`src/rtl/key_event_pkg.sv`:
```
// Shared types for the keypad event path:
// debounce FSM states and key code width.
package key_event_pkg;

  localparam int KEY_W = 4;

  typedef enum logic [1:0] {
    ST_IDLE,
    ST_PRESS_WAIT,
    ST_HELD,
    ST_REL_WAIT
  } deb_state_e;

endpackage

```
`src/rtl/key_fifo.sv`:
```
// Small synchronous FIFO for key events.
// Accepts a push when full only if a pop happens in the same cycle.
module key_fifo
  import key_event_pkg::*;
#(
  parameter int DEPTH = 4,
  parameter int W     = KEY_W
) (
  input  logic                     clk,
  input  logic                     rst_n,
  input  logic                     push,
  input  logic [W-1:0]             push_data,
  input  logic                     pop,
  output logic [W-1:0]             pop_data,
  output logic [$clog2(DEPTH):0]   count,
  output logic                     full,
  output logic                     empty
);

  localparam int AW = $clog2(DEPTH);

  logic [W-1:0]  mem_q [DEPTH];
  logic [AW-1:0] wr_ptr_q, wr_ptr_d;
  logic [AW-1:0] rd_ptr_q, rd_ptr_d;
  logic [AW:0]   count_q, count_d;
  logic          do_push;
  logic          do_pop;

  assign full  = (count_q == (AW+1)'(DEPTH));
  assign empty = (count_q == '0);

  assign do_pop  = pop && !empty;
  assign do_push = push && (!full || do_pop);

  always_comb begin
    wr_ptr_d = wr_ptr_q;
    rd_ptr_d = rd_ptr_q;
    count_d  = count_q;
    if (do_push) wr_ptr_d = wr_ptr_q + AW'(1);
    if (do_pop)  rd_ptr_d = rd_ptr_q + AW'(1);
    unique case ({do_push, do_pop})
      2'b10:   count_d = count_q + (AW+1)'(1);
      2'b01:   count_d = count_q - (AW+1)'(1);
      default: count_d = count_q;
    endcase
  end

  always_ff @(posedge clk) begin
    if (!rst_n) begin
      wr_ptr_q <= '0;
      rd_ptr_q <= '0;
      count_q  <= '0;
    end else begin
      wr_ptr_q <= wr_ptr_d;
      rd_ptr_q <= rd_ptr_d;
      count_q  <= count_d;
    end
  end

  // Storage needs no reset: the read port is masked while empty.
  always_ff @(posedge clk) begin
    if (do_push) mem_q[wr_ptr_q] <= push_data;
  end

  assign pop_data = empty ? '0 : mem_q[rd_ptr_q];
  assign count    = count_q;

endmodule

```
`src/rtl/key_event_fifo.sv`:
```
// Debounces scanner key-down levels into one event per stable
// press and queues the events behind a valid/ready handshake.
module key_event_fifo
  import key_event_pkg::*;
#(
  parameter int DEBOUNCE_CYCLES = 2000,
  parameter int DEPTH           = 4
) (
  input  logic                     clk,
  input  logic                     rst_n,
  input  logic [KEY_W-1:0]         key_in,
  input  logic                     pressed_in,
  output logic                     ev_valid,
  output logic [KEY_W-1:0]         ev_key,
  input  logic                     ev_ready,
  output logic [$clog2(DEPTH):0]   fifo_count,
  output logic                     overflow,
  input  logic                     ovf_clr
);

  localparam int CW = $clog2(DEBOUNCE_CYCLES + 1);
  localparam logic [CW-1:0] DC = CW'(DEBOUNCE_CYCLES);

  deb_state_e       state_q, state_d;
  logic [CW-1:0]    cnt_q, cnt_d;
  logic [CW-1:0]    cnt_inc;
  logic [KEY_W-1:0] cand_q, cand_d;
  logic             ovf_q, ovf_d;
  logic             push;
  logic             drop;
  logic             full;
  logic             empty;

  assign cnt_inc = (cnt_q == '1) ? cnt_q : cnt_q + CW'(1);

  always_comb begin
    state_d = state_q;
    cnt_d   = cnt_q;
    cand_d  = cand_q;
    push    = 1'b0;
    unique case (state_q)
      ST_IDLE: begin
        if (pressed_in) begin
          cand_d  = key_in;
          cnt_d   = CW'(1);
          state_d = ST_PRESS_WAIT;
        end
      end
      ST_PRESS_WAIT: begin
        if (!pressed_in) begin
          state_d = ST_IDLE;
        end else if (key_in != cand_q) begin
          cand_d = key_in;
          cnt_d  = CW'(1);
        end else begin
          cnt_d = cnt_inc;
          if (cnt_inc == DC) begin
            push    = 1'b1;
            state_d = ST_HELD;
          end
        end
      end
      ST_HELD: begin
        if (!pressed_in) begin
          cnt_d   = CW'(1);
          state_d = ST_REL_WAIT;
        end
      end
      ST_REL_WAIT: begin
        if (pressed_in) begin
          state_d = ST_HELD;
        end else begin
          cnt_d = cnt_inc;
          if (cnt_inc == DC) state_d = ST_IDLE;
        end
      end
      default: state_d = ST_IDLE;
    endcase
  end

  // A full FIFO still takes the push when the head leaves this cycle.
  assign drop = push && full && !ev_ready;

  always_comb begin
    ovf_d = ovf_q;
    if (ovf_clr) ovf_d = 1'b0;
    if (drop)    ovf_d = 1'b1;
  end

  always_ff @(posedge clk) begin
    if (!rst_n) begin
      state_q <= ST_IDLE;
      cnt_q   <= '0;
      cand_q  <= '0;
      ovf_q   <= 1'b0;
    end else begin
      state_q <= state_d;
      cnt_q   <= cnt_d;
      cand_q  <= cand_d;
      ovf_q   <= ovf_d;
    end
  end

  key_fifo #(
    .DEPTH (DEPTH),
    .W     (KEY_W)
  ) u_fifo (
    .clk       (clk),
    .rst_n     (rst_n),
    .push      (push),
    .push_data (cand_q),
    .pop       (ev_ready),
    .pop_data  (ev_key),
    .count     (fifo_count),
    .full      (full),
    .empty     (empty)
  );

  assign ev_valid = !empty;
  assign overflow = ovf_q;

endmodule

```
`config.mk`:
```
export PLATFORM = sky130hd
export DESIGN_NAME = key_event_fifo
export DESIGN_NICKNAME = d
export VERILOG_FILES = /design/src/rtl/key_event_pkg.sv /design/src/rtl/key_fifo.sv /design/src/rtl/key_event_fifo.sv
export SDC_FILE = /design/constraint.sdc
export NUM_CORES = 1
export LEC_CHECK = 0
export ABC_AREA = 1
export CORE_MARGIN = 3
export CORE_UTILIZATION = 41
export CTS_CLUSTER_DIAMETER = 120
export CTS_CLUSTER_SIZE = 8
export DETAILED_ROUTE_END_ITERATION = 8
export SLEW_MARGIN = 15
export SYNTH_ARGS = -nofsm -noshare
export SYNTH_HDL_FRONTEND = slang
export SYNTH_SLANG_ARGS = --single-unit
```
`constraint.sdc`:
```
create_clock -name clk -period 3.1 [get_ports clk]
set_input_delay 0.62 -clock clk [delete_from_list [all_inputs] [get_ports clk]]
set_output_delay 0.62 -clock clk [all_outputs]
set_load 0.01 [all_outputs]
```
# Yosys cells after proc, flatten, opt, wreduce, memory -nomap -nowiden
# Memories as Yosys holds them, arrays and structs flattened. A register that Yosys moved wholly into a read port is not among the register bits.
# Index checks and enable logic that the tools add are counted.
# totals
wordCells	77
inputBits	9
mem_bits_rw	16
regBits	25
output_inout_bits	9
mem_count	1
# classes
n_eq_ne	17
n_reduce_logical	16
muxes	31
addsub	5
# mem_list
memory	depth	width	read_ports	rd_ports_with_merged_regs	wr	line	rtl
u_fifo.mem_q	4	4	1	1	1	key_fifo.sv:22	logic [W-1:0] mem_q [DEPTH];
# ops
operator	count
11-bit 2-to-1 mux	6
11-bit case mux with 4 select lines	1
11-bit == test (second input constant)	2
2-bit 2-to-1 mux	9
4-bit 2-to-1 mux	4
11-bit by 1-bit adder with 11-bit output (second input constant)	1
2-bit inequality test (second input constant)	5
3-bit inequality test (second input constant)	3
1-bit 2-to-1 mux	8
2-bit case mux with 4 select lines	1
4-bit case mux with 2 select lines	1
4-bit AND reduction	2
2-bit == test (second input constant)	3
3-bit case mux with 2 select lines	1
2-bit nonzero test	3
5-bit AND reduction	1
2-bit by 1-bit adder with 2-bit output (second input constant)	2
2-bit by 1-bit == test with 1-bit output (second input constant)	2
1-bit logical AND	4
4-bit inequality test	1
3-bit by 1-bit adder with 3-bit output (second input constant)	1
3-bit == test (second input constant)	1
1-bit logical NOT	3
3-bit logical NOT	1
other kinds (3)	3

# Depth between registers and ports, before layout
# Gate-level depths: netlist (run 1).
# depth
word_depth	10
ltp_mapped	19

# Cells and area by module
# From an unflattened synthesis (run 1), not the netlist that was laid out.
# unflattened
cells_unflattened	303
hier_area_um2	2362.3
# modules_own_cells
module	area_each_um2	cells_each	n_inst
key_event_fifo	1241.2	192	1
key_fifo	1121.1	111	1

# Worst setup path before layout (run 1)
# OpenSTA, ideal clock, no wires.
# synth_path
path_kind	reg-to-reg
start	reg cnt_q[0]
end	reg u_fifo.count_q[2] (netlist: u_fifo.count[2])
path_buffers	0
required_ns	2.978
path_slack_ns	0.591
stages_incl_launch_ff	19
setup_ns	0.122
arrival_ns	2.387
synth_period_minus_slack_ns	2.509
path_cell_list	dfxtp_1 -> ha_1 -> nand2_1 -> nor2_4 -> nand3_2 -> nand2_1 -> nand2_2 -> nand2_2 -> clkinv_1 -> nand2_2 -> nor2_4 -> nand4_4 -> ha_1 -> inv_1 -> fa_1 -> a21oi_1 -> o21ai_0 -> o21ai_0 -> a21oi_1
# synth_between
elab_chain_cells	10
word_cells_on_any_way	13
cone_classes	add/sub (1); eq/ne (4); mux (6); reduce/logical (2)
# synth_rtl
item	line	rtl
from (decl)	key_event_fifo.sv:25	logic [CW-1:0] cnt_q, cnt_d;
from (signal assigned)	key_event_fifo.sv:98	cnt_q <= cnt_d;
11-bit by 1-bit adder with 11-bit output / 11-bit == test (equally long branches)	key_event_fifo.sv:34	assign cnt_inc = (cnt_q == '1) ? cnt_q : cnt_q + CW'(1);
11-bit 2-to-1 mux *	key_event_fifo.sv:34	
11-bit == test *	key_event_fifo.sv:57	if (cnt_inc == DC) begin
1-bit 2-to-1 mux *	key_event_fifo.sv:57	
1-bit 2-to-1 mux *	key_event_fifo.sv:52	end else if (key_in != cand_q) begin
1-bit 2-to-1 mux *	key_event_fifo.sv:50	if (!pressed_in) begin
1-bit 2-to-1 mux *	key_event_fifo.sv:41	unique case (state_q)
1-bit logical AND *	key_fifo.sv:33	assign do_push = push && (!full || do_pop);
2-bit by 1-bit == test with 1-bit output / 2-bit == test (equally long branches)	key_fifo.sv:41	unique case ({do_push, do_pop})
3-bit case mux with 2 select lines / 2-bit nonzero test (equally long branches)	--	
to (signal assigned)	key_fifo.sv:56	count_q <= count_d;
to (decl)	key_fifo.sv:25	logic [AW:0] count_q, count_d;
# Mark *: on every way between the ends. The rest lies on a longest branch, timed or not.
# A chain may end at the register's enable or synchronous reset.

# Worst setup path after layout (run 1)
# Same ends and word-level chain as after synthesis.

==> results of run 1 <==
what timing repair did:
action                     in CTS  in global routing
setup endpoints to repair       0                  1
buffers inserted                0                  0
gates resized for setup         0                  1
routing by layer:
metal / up-vias / wire [um] / global-route usage
met1: 849 / 2200 / 0.201
met5: - / 0 / 0
met4: 0 / 27 / 0.0456
li1: 1013 / - / -
met3: 2 / 186 / 0.0344
met2: 27 / 2130 / 0.258
report_power, final:
part / total [mW] / internal (mW) / switching [mW]
registers: 0.632 / 0.606 / 0.0256
clock network: 0.346 / 0.158 / 0.189
logic: 0.177 / 0.0813 / 0.0957
total: 1.16 / 0.845 / 0.310
cell type report:
| class | count | share of cell area |
|---|---|---|
| Tap cell | 70 | 0.0330 |
| Clock buffer | 6 | 0.0274 |
| Clock inverter | 2 | 0.00472 |
| Inverter | 45 | 0.0637 |
| Multi-Input combinational cell | 211 | 0.414 |
| Timing Repair Buffer | 20 | 0.0726 |
| Sequential cell | 43 | 0.385 |
state kept, by name (all words and copies together) (netlist names), named ones only:
signal,flops
u_fifo.mem_q,16
cnt_q,11
cand_q,4
u_fifo.count,3
u_fifo.rd_ptr_q,2
u_fifo.wr_ptr_q,2
overflow,1
state_q,1
worst paths after layout:
path	start	endpoint	depth (start not counted)	slack [ns]
max	cnt_q[0]	u_fifo.count[2]	18	0.36
min	u_fifo.rd_ptr_q[1]	u_fifo.rd_ptr_q[1]	2	0.47
max reg2reg	cnt_q[0]	u_fifo.count[2]	18	0.36
min reg2reg	u_fifo.rd_ptr_q[1]	u_fifo.rd_ptr_q[1]	2	0.47
layout by cell type (no fill, tap or decap):
cell             instances
dfxtp_1                 27
clkdlybuf4s50_1         17
edfxtp_1                16
clkinvlp_4               1
nor2_4                   5
xnor2_1                  1
clkinv_2                 1
fa_1                     1
o21ai_2                  1
nand4_4                  1
nand3_4                  1
clkbuf_1                 1
a21oi_1                 25
nand3_1                 17
inv_1                   40
o21ai_0                 22
nand2_1                 62
nand4_1                  3
xor2_1                   4
nand2_2                  5
o211ai_1                 1
inv_2                    2
nor2_1                  47
ha_1                     6
nor2_2                   2
a21oi_2                  2
o21bai_1                 1
o31ai_1                  1
and2_1                   1
clkbuf_8                 5
nand3_2                  1
buf_4                    3
or2_2                    1
clkinv_1                 3
metrics by stage:
stage,utilization,power [mW],worst slack [ns],area [sq um]
4_1_cts,0.502,1.17,0.294,2650
3_5_place_dp,0.486,0.823,0.0928,2560
5_1_grt,0.503,1.23,0.0464,2650
2_1_floorplan,-,0.743,0.591,2290
3_3_place_gp,0.486,0.823,0.143,2560
6_report,0.503,1.16,0.360,2650
critical path, stage by stage, from the launching register on:
cell and delay (ns):
dfxtp_1 0.41, ha_1 0.23, nand2_1 0.10, nor2_4 0.16, nand3_4 0.13, nand2_1 0.10
nand2_1 0.09, nand2_1 0.09, inv_1 0.05, nand2_2 0.08, nor2_4 0.04, nand4_4 0.10
ha_1 0.16, inv_1 0.06, fa_1 0.37, a21oi_1 0.14, o21ai_0 0.11, o21ai_0 0.15
a21oi_1 0.05
logic make-up (layout without fill, tap and decap cells):
| kind of cell | after synthesis | count (layout) | synth area share |
|---|---|---|---|
| compound gates | 53 | 53 | 0.124 |
| xor+xnor | 5 | 5 | 0.0191 |
| fa+ha+maj | 7 | 7 | 0.0415 |
| buf+inv | 47 | 73 | 0.0786 |
| flops | 43 | 43 | 0.446 |
| simple gates | 146 | 146 | 0.291 |
==> qor.yml, run 1 <==
synthesis:
  synthCells: 301
  synth_top_cells_by_count: "62 x nand2_1, 47 x nor2_1, 40 x inv_1"
  netlist_area_sq_mm: 0.00229
  synth_nets: 317
  synth.area.top_cells: "dfxtp_1 24%, edfxtp_1 21%, nand2_1 10%"
  synth_most_common_cell: "nand2_1"
  synth-seq-cells: 43
  seq_area_frac_synth: 0.446
  syn_avg_cell_area_sq_um: 7.61
  synth-edff-count: 16
  yosysUniqueCellTypes: 29
  ys.warnings.count: 0
  synthFlopType: "dfxtp_1"
  synthDominantCellAreaShare: 0.236
  yosysTopAreaCell: "dfxtp_1"
  async_flop_share: 0
placement:
  placedCellCount: 389
  place.gp.congestion: 0.831
  io_buffers: 17
  hpwlAfterDp_um: 3500
drt:
  routedWlPerCell_um: 11.5
  drt_first_pass_iters: 4
  ant_nets: 0
  route.detailed.drc: 0
  routed_wl_um: 4550
  vias: 1891
  via_per_inst: 4.76
  drt-initial-drc-count: 89
floorplanning:
  start_util: 0.435
  die_h_um: 80.8
  coreArea_sq_mm: 0.00527
  die_width_um: 80.8
  rows: 26
  fp.dieArea_sq_mm: 0.00652
  top_level_ports: 18
power:
  power_density_mw_per_mm2: 435
  power.leakage_nw: 1.03
  vdd_drop_max_uv: 217
cts:
  path_clk_slew_ns: 0.08
  root_buffer: "clkbuf_8"
  max-clock-path-buffers: 2
  hold_buffers: 0
  numCtsBuffers: 5
  clkLatencyLatePin_ns: 0.29
  tritoncts: "done"
  clock_sinks: 43
  cts.htree.levels: 2
sta:
  rsz0062_at_grt: "false"
  worst_pin_slew_ns: 0.377
  clock.fmax_mhz: 365
  setup_tns_ns: 0
  fin_crit_ns: 2.74
  setup_viol_count_final: 0
  hold_viol: 0
  max_slew_margin: 0.748
  post-route-period-util: 0.884
  finClkSkew_ns: 0.00923
  worst_hold_slack_ns: 0.473
  drv_slew: 0
critical_path:
  crit_required_ns: 3.28
  start_kind: "register"
  cp_max_fo: 7
  worstPathArrival_ns: 2.92
  crit_type: "register to register"
  worstSetupEndpointType: "register"
outcome:
  status: "complete, no violations"
global_routing:
  grt_pass1_vias: 1690
  grt_pass1_wl_um: 7800
  antenna_found_initial: 0
  grt_max_degree: 17
  track_usage: 0.154
  overflow: 0
finish:
  fin_nets: 342
  multiInputGateArea_sq_mm: 0.00110
  seqCellArea_sq_mm: 0.00102
  syn2layout_area_growth_pct: 15.8
  final_cells: 397
  n_fill_cell: 533
  diodes: 0
  drive_gt1_frac: 0.0948
job:
  maxCapViolCount: 0
hold_path:
  worstHoldPathType: "register to register"
Power figures use the tool's default switching activity.
==> inputs of run 2 (changes only) <==
DONT_BUFFER_PORTS = 1   (was not set)
==> run 2 against run 1 <==
Worst setup slack worse by 0.018 ns. Sequential power about the same. Via count is 4.5% lower. Clock power grew 27%. Non-clock buffer count decreased by 19. Core utilization shrank 3.1 points. Total power up 3.6%. Global-route usage hardly changed. Flip-flop and latch count is the same. Count of clock-buffer cells in the layout fell by 1.
==> qor.yml, run 2 (synthesized netlist as in run 1, its figures left out) <==
power:
  power.leakage_nw: 0.977  # -5.4%
  power_mw: 1.20  # +3.6%
  comb_power_share: 0.103  # -0.050
  vdd_drop_max_uv: 262  # +21%
  p_sw_frac: 0.259  # -0.00902
  clockPowerShare: 0.366  # +0.066
  power_density_mw_per_mm2: 481  # +10%
  power_switching_uw: 310  # about the same
  p_int_uw: 886  # +4.8%
  p_seq_frac: 0.531  # -0.016
cts:
  numCtsBuffers: 5  # unchanged
  cts-resized-gates: 0  # unchanged
  root_buffer: "clkbuf_8"
  tritoncts: "done"
  path_clk_slew_ns: 0.08  # about the same
  clkLatencyLatePin_ns: 0.29  # about the same
  cts.htree.levels: 2  # unchanged
  post-cts-setup-buffer-count: 0  # unchanged
  hold_buffers: 0  # unchanged
  clock_sinks: 43  # unchanged
  max-clock-path-buffers: 2  # unchanged
critical_path:
  r2r_slack_ns: 0.34  # -0.02 ns
  start_kind: "register"
  cp_slowest_cell: "dfxtp_1"
  r2r-start: "cnt_q[0]"
  crit_type: "register to register"
  crit_top_cell: "nand2_1"
  timing.rr.end: "u_fifo.count[2]"
  crit_family: "simple AND/OR/NAND/NOR gates"
  path_cells: "ha_1, nand2_1, nor2_4, nand3_2, nand2_1, nand2_1, nand2_1, inv_1, nand2_2, nor2_4, nand4_4, ha_1, inv_1, fa_1, a21oi_1, o21ai_0, o21ai_0, a21oi_1"
  cp-startpoint: "cnt_q[0]"
  cp_max_fo: 7  # unchanged
  r2r.worst_path.cells: 18  # unchanged
  worstPathArrival_ns: 2.94  # +0.02 ns
  crit_required_ns: 3.29  # about the same
  worstSetupEndpointType: "register"
  cpPeakStageDelay_ns: 0.39  # -0.02 ns
  critPathBufInv: 2  # unchanged
finish:
  largestRegisters: "u_fifo.mem_q x16, cnt_q x11, cand_q x4"
  layout_commonest_cell: "nand2_1"
  diodes: 0  # unchanged
  n_fill_cell: 530  # -0.56%
  syn2layout_area_growth_pct: 8.57
  largest_reg_flops: 16  # unchanged
  drive_gt1_frac: 0.0974  # +0.00260
  fin_nets: 323  # -5.6%
  regMostFlops: "u_fifo.mem_q"
  final_cell_mix: "62 x nand2_1, 47 x nor2_1, 40 x inv_1, 27 x dfxtp_1, 25 x a21oi_1"
job:
  maxCapViolCount: 0  # unchanged
floorplanning:
  rows: 26  # unchanged
  coreArea_sq_mm: 0.00527  # unchanged
  die_h_um: 80.8  # unchanged
  die_width_um: 80.8  # unchanged
  fp.dieArea_sq_mm: 0.00652  # unchanged
  top_level_ports: 18  # unchanged
  start_util: 0.435  # unchanged
drt:
  via_per_inst: 4.78  # +0.31%
  route.detailed.drc: 0  # unchanged
  drt-initial-drc-count: 79  # -11%
  ant_nets: 0  # unchanged
  vias: 1806  # -4.5%
  routedWlPerCell_um: 11.8  # +2.6%
  drt_first_pass_iters: 4  # unchanged
  routed_wl_um: 4440  # -2.3%
sta:
  drv_slew: 0  # unchanged
  rsz0062_at_grt: "false"
  clock.fmax_mhz: 363  # -0.64%
  fin_crit_ns: 2.76  # +0.0177 ns
  post-route-period-util: 0.890  # +0.00570
  setup_viol_count_final: 0  # unchanged
  hold_viol: 0  # unchanged
  max_slew_margin: 0.765  # +0.0169
  worst_pin_slew_ns: 0.352  # -0.0253 ns
  finClkSkew_ns: 0.00500  # -0.00422 ns
  setup_tns_ns: 0  # unchanged
global_routing:
  grt_max_degree: 17  # unchanged
  overflow: 0  # unchanged
  antenna_found_initial: 0  # unchanged
  track_usage: 0.154  # about the same
  grt_pass1_vias: 1703  # +0.77%
  grt_pass1_wl_um: 7680  # -1.5%
hold_path:
  holdPathStages: 2  # unchanged
  hold_start: "rst_n"
  min_to: "u_fifo.wr_ptr_q[0]"
  worstHoldPathType: "input pin to register"
placement:
  hpwlAfterDp_um: 3460  # -1.2%
  io_buffers: 0  # -17
  place.gp.congestion: 0.867  # +4.3%
outcome:
  status: "complete, no violations"
## run 2: power by group through the flow
stage	combinational, mW	sequential (mW)	clock (mW)
after global routing	0.145	0.641	0.478
final	0.123	0.635	0.438
after global placement	0.120	0.647	0
after CTS	0.124	0.636	0.454
after floorplan	0.106	0.637	0
after detailed placement	0.123	0.649	0
## run 2: worst max-delay path by stage
stage                       to  slack [ns]  cells after the start
2_1_floorplan  u_fifo.count[2]        0.59                     18
3_3_place_gp   u_fifo.count[2]        0.44                     18
3_5_place_dp   u_fifo.count[2]        0.38                     18
4_1_cts        u_fifo.count[2]        0.36                     18
5_1_grt        u_fifo.count[2]        0.05                     18
6_report       u_fifo.count[2]        0.34                     18
## run 2: layer usage
metal,global-route usage,vias to the layer above,part of all wire
li1,-,977,-
met4,0.0709,0,0.014
met2,0.247,30,0.44
met5,0,-,0
met1,0.199,794,0.50
met3,0.0355,5,0.040
## run 2: final cells by class
class                      count  area, sq um  share of cell area
clock buffer                   5         68.8              0.0277
clock inverter                 3         43.8              0.0176
inverter                      45          169              0.0679
multi-input combinational    211         1090               0.438
sequential                    43         1020               0.410
tap                           70         87.6              0.0352
timing repair buffer           1         7.51             0.00302
## run 2: metrics by stage
step / setup slack [ns] / cell area (sq um) / hold slack [ns] / std cells / util
2_1_floorplan: 0.591 / 2290 / 0.436 / 301 / -
3_3_place_gp: 0.444 / 2370 / 0.452 / 370 / 0.451
3_5_place_dp: 0.379 / 2370 / 0.462 / 370 / 0.451
4_1_cts: 0.365 / 2490 / 0.428 / 378 / 0.472
5_1_grt: 0.0524 / 2490 / 0.432 / 378 / 0.472
6_report: 0.342 / 2490 / 0.436 / 378 / 0.472
==> inputs of run 3 (changes only) <==
PLACE_DENSITY_LB_ADDON = 0.1   (was not set)
==> run 3 against run 2 <==
Register-to-register slack about the same. Die area unchanged. Total power is 6.8% lower. Largest cell class unchanged. Largest power group unchanged. Combinational power about the same. Global-route usage is 0.13 points higher. Maximum frequency up 0.49%.
==> qor.yml, run 3 (synthesized netlist as in run 1, its figures left out) <==
drt:
  via_per_inst: 4.87  # +1.9%
  highest_layer: "met4"
  drt_first_pass_iters: 4  # unchanged
  met1_length_um: 2390  # +7.3%
  routed_wl_um: 4590  # +3.4%
  dr_wl_met2_um: 1940  # -1.6%
  ant_nets: 0  # unchanged
  wl_met3_um: 216  # +23%
  vias: 1841  # +1.9%
  route.detailed.drc: 0  # unchanged
  drt-initial-drc-count: 115  # +46%
  routedWlPerCell_um: 12.2  # +3.4%
hold_path:
  worstHoldPathType: "input pin to register"
  min_to: "u_fifo.wr_ptr_q[0]"
  holdPathStages: 2  # unchanged
  hold_start: "rst_n"
floorplanning:
  coreArea_sq_mm: 0.00527  # unchanged
  rows: 26  # unchanged
  fp.dieArea_sq_mm: 0.00652  # unchanged
  start_util: 0.435  # unchanged
  die_width_um: 80.8  # unchanged
  top_level_ports: 18  # unchanged
  die_h_um: 80.8  # unchanged
power:
  power_density_mw_per_mm2: 453  # -5.8%
  vdd_drop_max_uv: 182  # -31%
  power.leakage_nw: 0.960  # -1.7%
outcome:
  status: "complete, no violations"
job:
  maxCapViolCount: 0  # unchanged
placement:
  io_buffers: 0  # unchanged
  placedCellCount: 370  # unchanged
  place.gp.congestion: 0.815  # -6.0%
  hpwlAfterDp_um: 3430  # -0.62%
cts:
  numCtsBuffers: 5  # unchanged
  tritoncts: "done"
  hold_buffers: 0  # unchanged
  path_clk_slew_ns: 0.08  # about the same
  root_buffer: "clkbuf_8"
  max-clock-path-buffers: 2  # unchanged
  clkLatencyLatePin_ns: 0.29  # about the same
  clock_sinks: 43  # unchanged
  cts.htree.levels: 2  # unchanged
sta:
  hold_viol: 0  # unchanged
  worst_pin_slew_ns: 0.451  # +0.0990 ns
  post-route-period-util: 0.885  # -0.00431
  finClkSkew_ns: 0.00570  # +0.000700 ns
  rsz0062_at_grt: "false"
  max_slew_margin: 0.698  # -0.0663
  drv_slew: 0  # unchanged
  fin_crit_ns: 2.74  # -0.0134 ns
  setup_viol_count_final: 0  # unchanged
  clock.fmax_mhz: 364  # +0.49%
  setup_tns_ns: 0  # unchanged
finish:
  final_cells: 378  # unchanged
  fin_nets: 323  # unchanged
  utilization: 0.467  # -0.00499
  largest_reg_flops: 16  # unchanged
  layout_commonest_cell: "nand2_1"
  regMostFlops: "u_fifo.mem_q"
  largestRegisters: "u_fifo.mem_q x16, cnt_q x11, cand_q x4"
  diodes: 0  # unchanged
  final_cell_mix: "62 x nand2_1, 47 x nor2_1, 40 x inv_1, 26 x dfxtp_1, 25 x a21oi_1"
  syn2layout_area_growth_pct: 7.43
  drive_gt1_frac: 0.0974  # unchanged
critical_path:
  r2r-start: "cnt_q[1]"
  r2r_slack_ns: 0.36  # about the same
  worstPathArrival_ns: 2.93  # about the same
  cp_max_fo: 7  # unchanged
  crit_type: "register to register"
  r2r.worst_path.cells: 18  # unchanged
  start_kind: "register"
  timing.rr.end: "u_fifo.count[2]"
  worstSetupEndpointType: "register"
  crit_required_ns: 3.28  # about the same
global_routing:
  grt_pass1_wl_um: 7840  # +2.1%
  antenna_found_initial: 0  # unchanged
  track_usage: 0.156  # +0.00130
  grt_max_degree: 17  # unchanged
  grt_pass1_vias: 1687  # -0.94%
  overflow: 0  # unchanged
run 3: cell types whose count changed in the layout (fill, tap and decap cells not counted), sizes merged:
cell,previous run,this run
bufinv,1,0
clkbuf,5,6
clkinv,5,4
clkinvlp,0,1
run 3: critical path: stages (launching register included):
cell and delay [ns]:
dfxtp_1 0.38, ha_1 0.22, nand2_1 0.10, nor2_4 0.14, nand3_2 0.17, nand2_1 0.11, nand2_2 0.08, nand2_2 0.08
clkinv_1 0.07, nand2_2 0.07, nor2_4 0.04, nand4_4 0.09, ha_1 0.17, inv_1 0.07, fa_1 0.37, a21oi_1 0.14
o21ai_0 0.12, o21ai_0 0.15, a21oi_1 0.05
run 3: cell type report:
type                       count  area, sq um
fill                         526         2810
multi-input combinational    211         1090
sequential                    43         1020
inverter                      45          169
tap                           70         87.6
clock buffer                   6         72.6
clock inverter                 2         12.5
timing repair buffer           1         7.51
run 3: how the worst max path moves through the flow:
stage / end / startpoint / cells after the start / slack [ns]
detailed placement: u_fifo.count[2] / cnt_q[0] / 18 / 0.33
floorplan: u_fifo.count[2] / cnt_q[0] / 18 / 0.59
global placement: u_fifo.count[2] / cnt_q[0] / 16 / 0.44
global route: u_fifo.count[2] / cnt_q[1] / 18 / 0.02
finish: u_fifo.count[2] / cnt_q[1] / 18 / 0.36
CTS: u_fifo.count[2] / cnt_q[0] / 18 / 0.31
run 3: report_power, final:
group	switching (mW)	internal, mW
clock network	0.195	0.158
registers	0.0298	0.607
logic	0.0855	0.0399
total	0.310	0.804
run 3: what timing repair did:
action                     4_1_cts  5_1_grt
resized for setup                0        1
setup endpoints to repair        0        1
setup buffers                    0        0
run 3: through the flow:
stage / setup slack [ns] / hold slack (ns) / power (mW) / instance area, sq um
finish: 0.356 / 0.442 / 1.11 / 2460
detailed placement: 0.330 / 0.456 / 0.776 / 2370
global placement: 0.436 / 0.453 / 0.773 / 2370
CTS: 0.305 / 0.432 / 1.13 / 2460
global route: 0.0186 / 0.438 / 1.18 / 2460
floorplan: 0.591 / 0.436 / 0.743 / 2290
run 3: layer usage:
| metal | global-route usage | vias up |
|---|---|---|
| li1 | - | 979 |
| met3 | 0.0399 | 5 |
| met4 | 0.0473 | 0 |
| met5 | 0 | - |
| met2 | 0.237 | 39 |
| met1 | 0.218 | 818 |
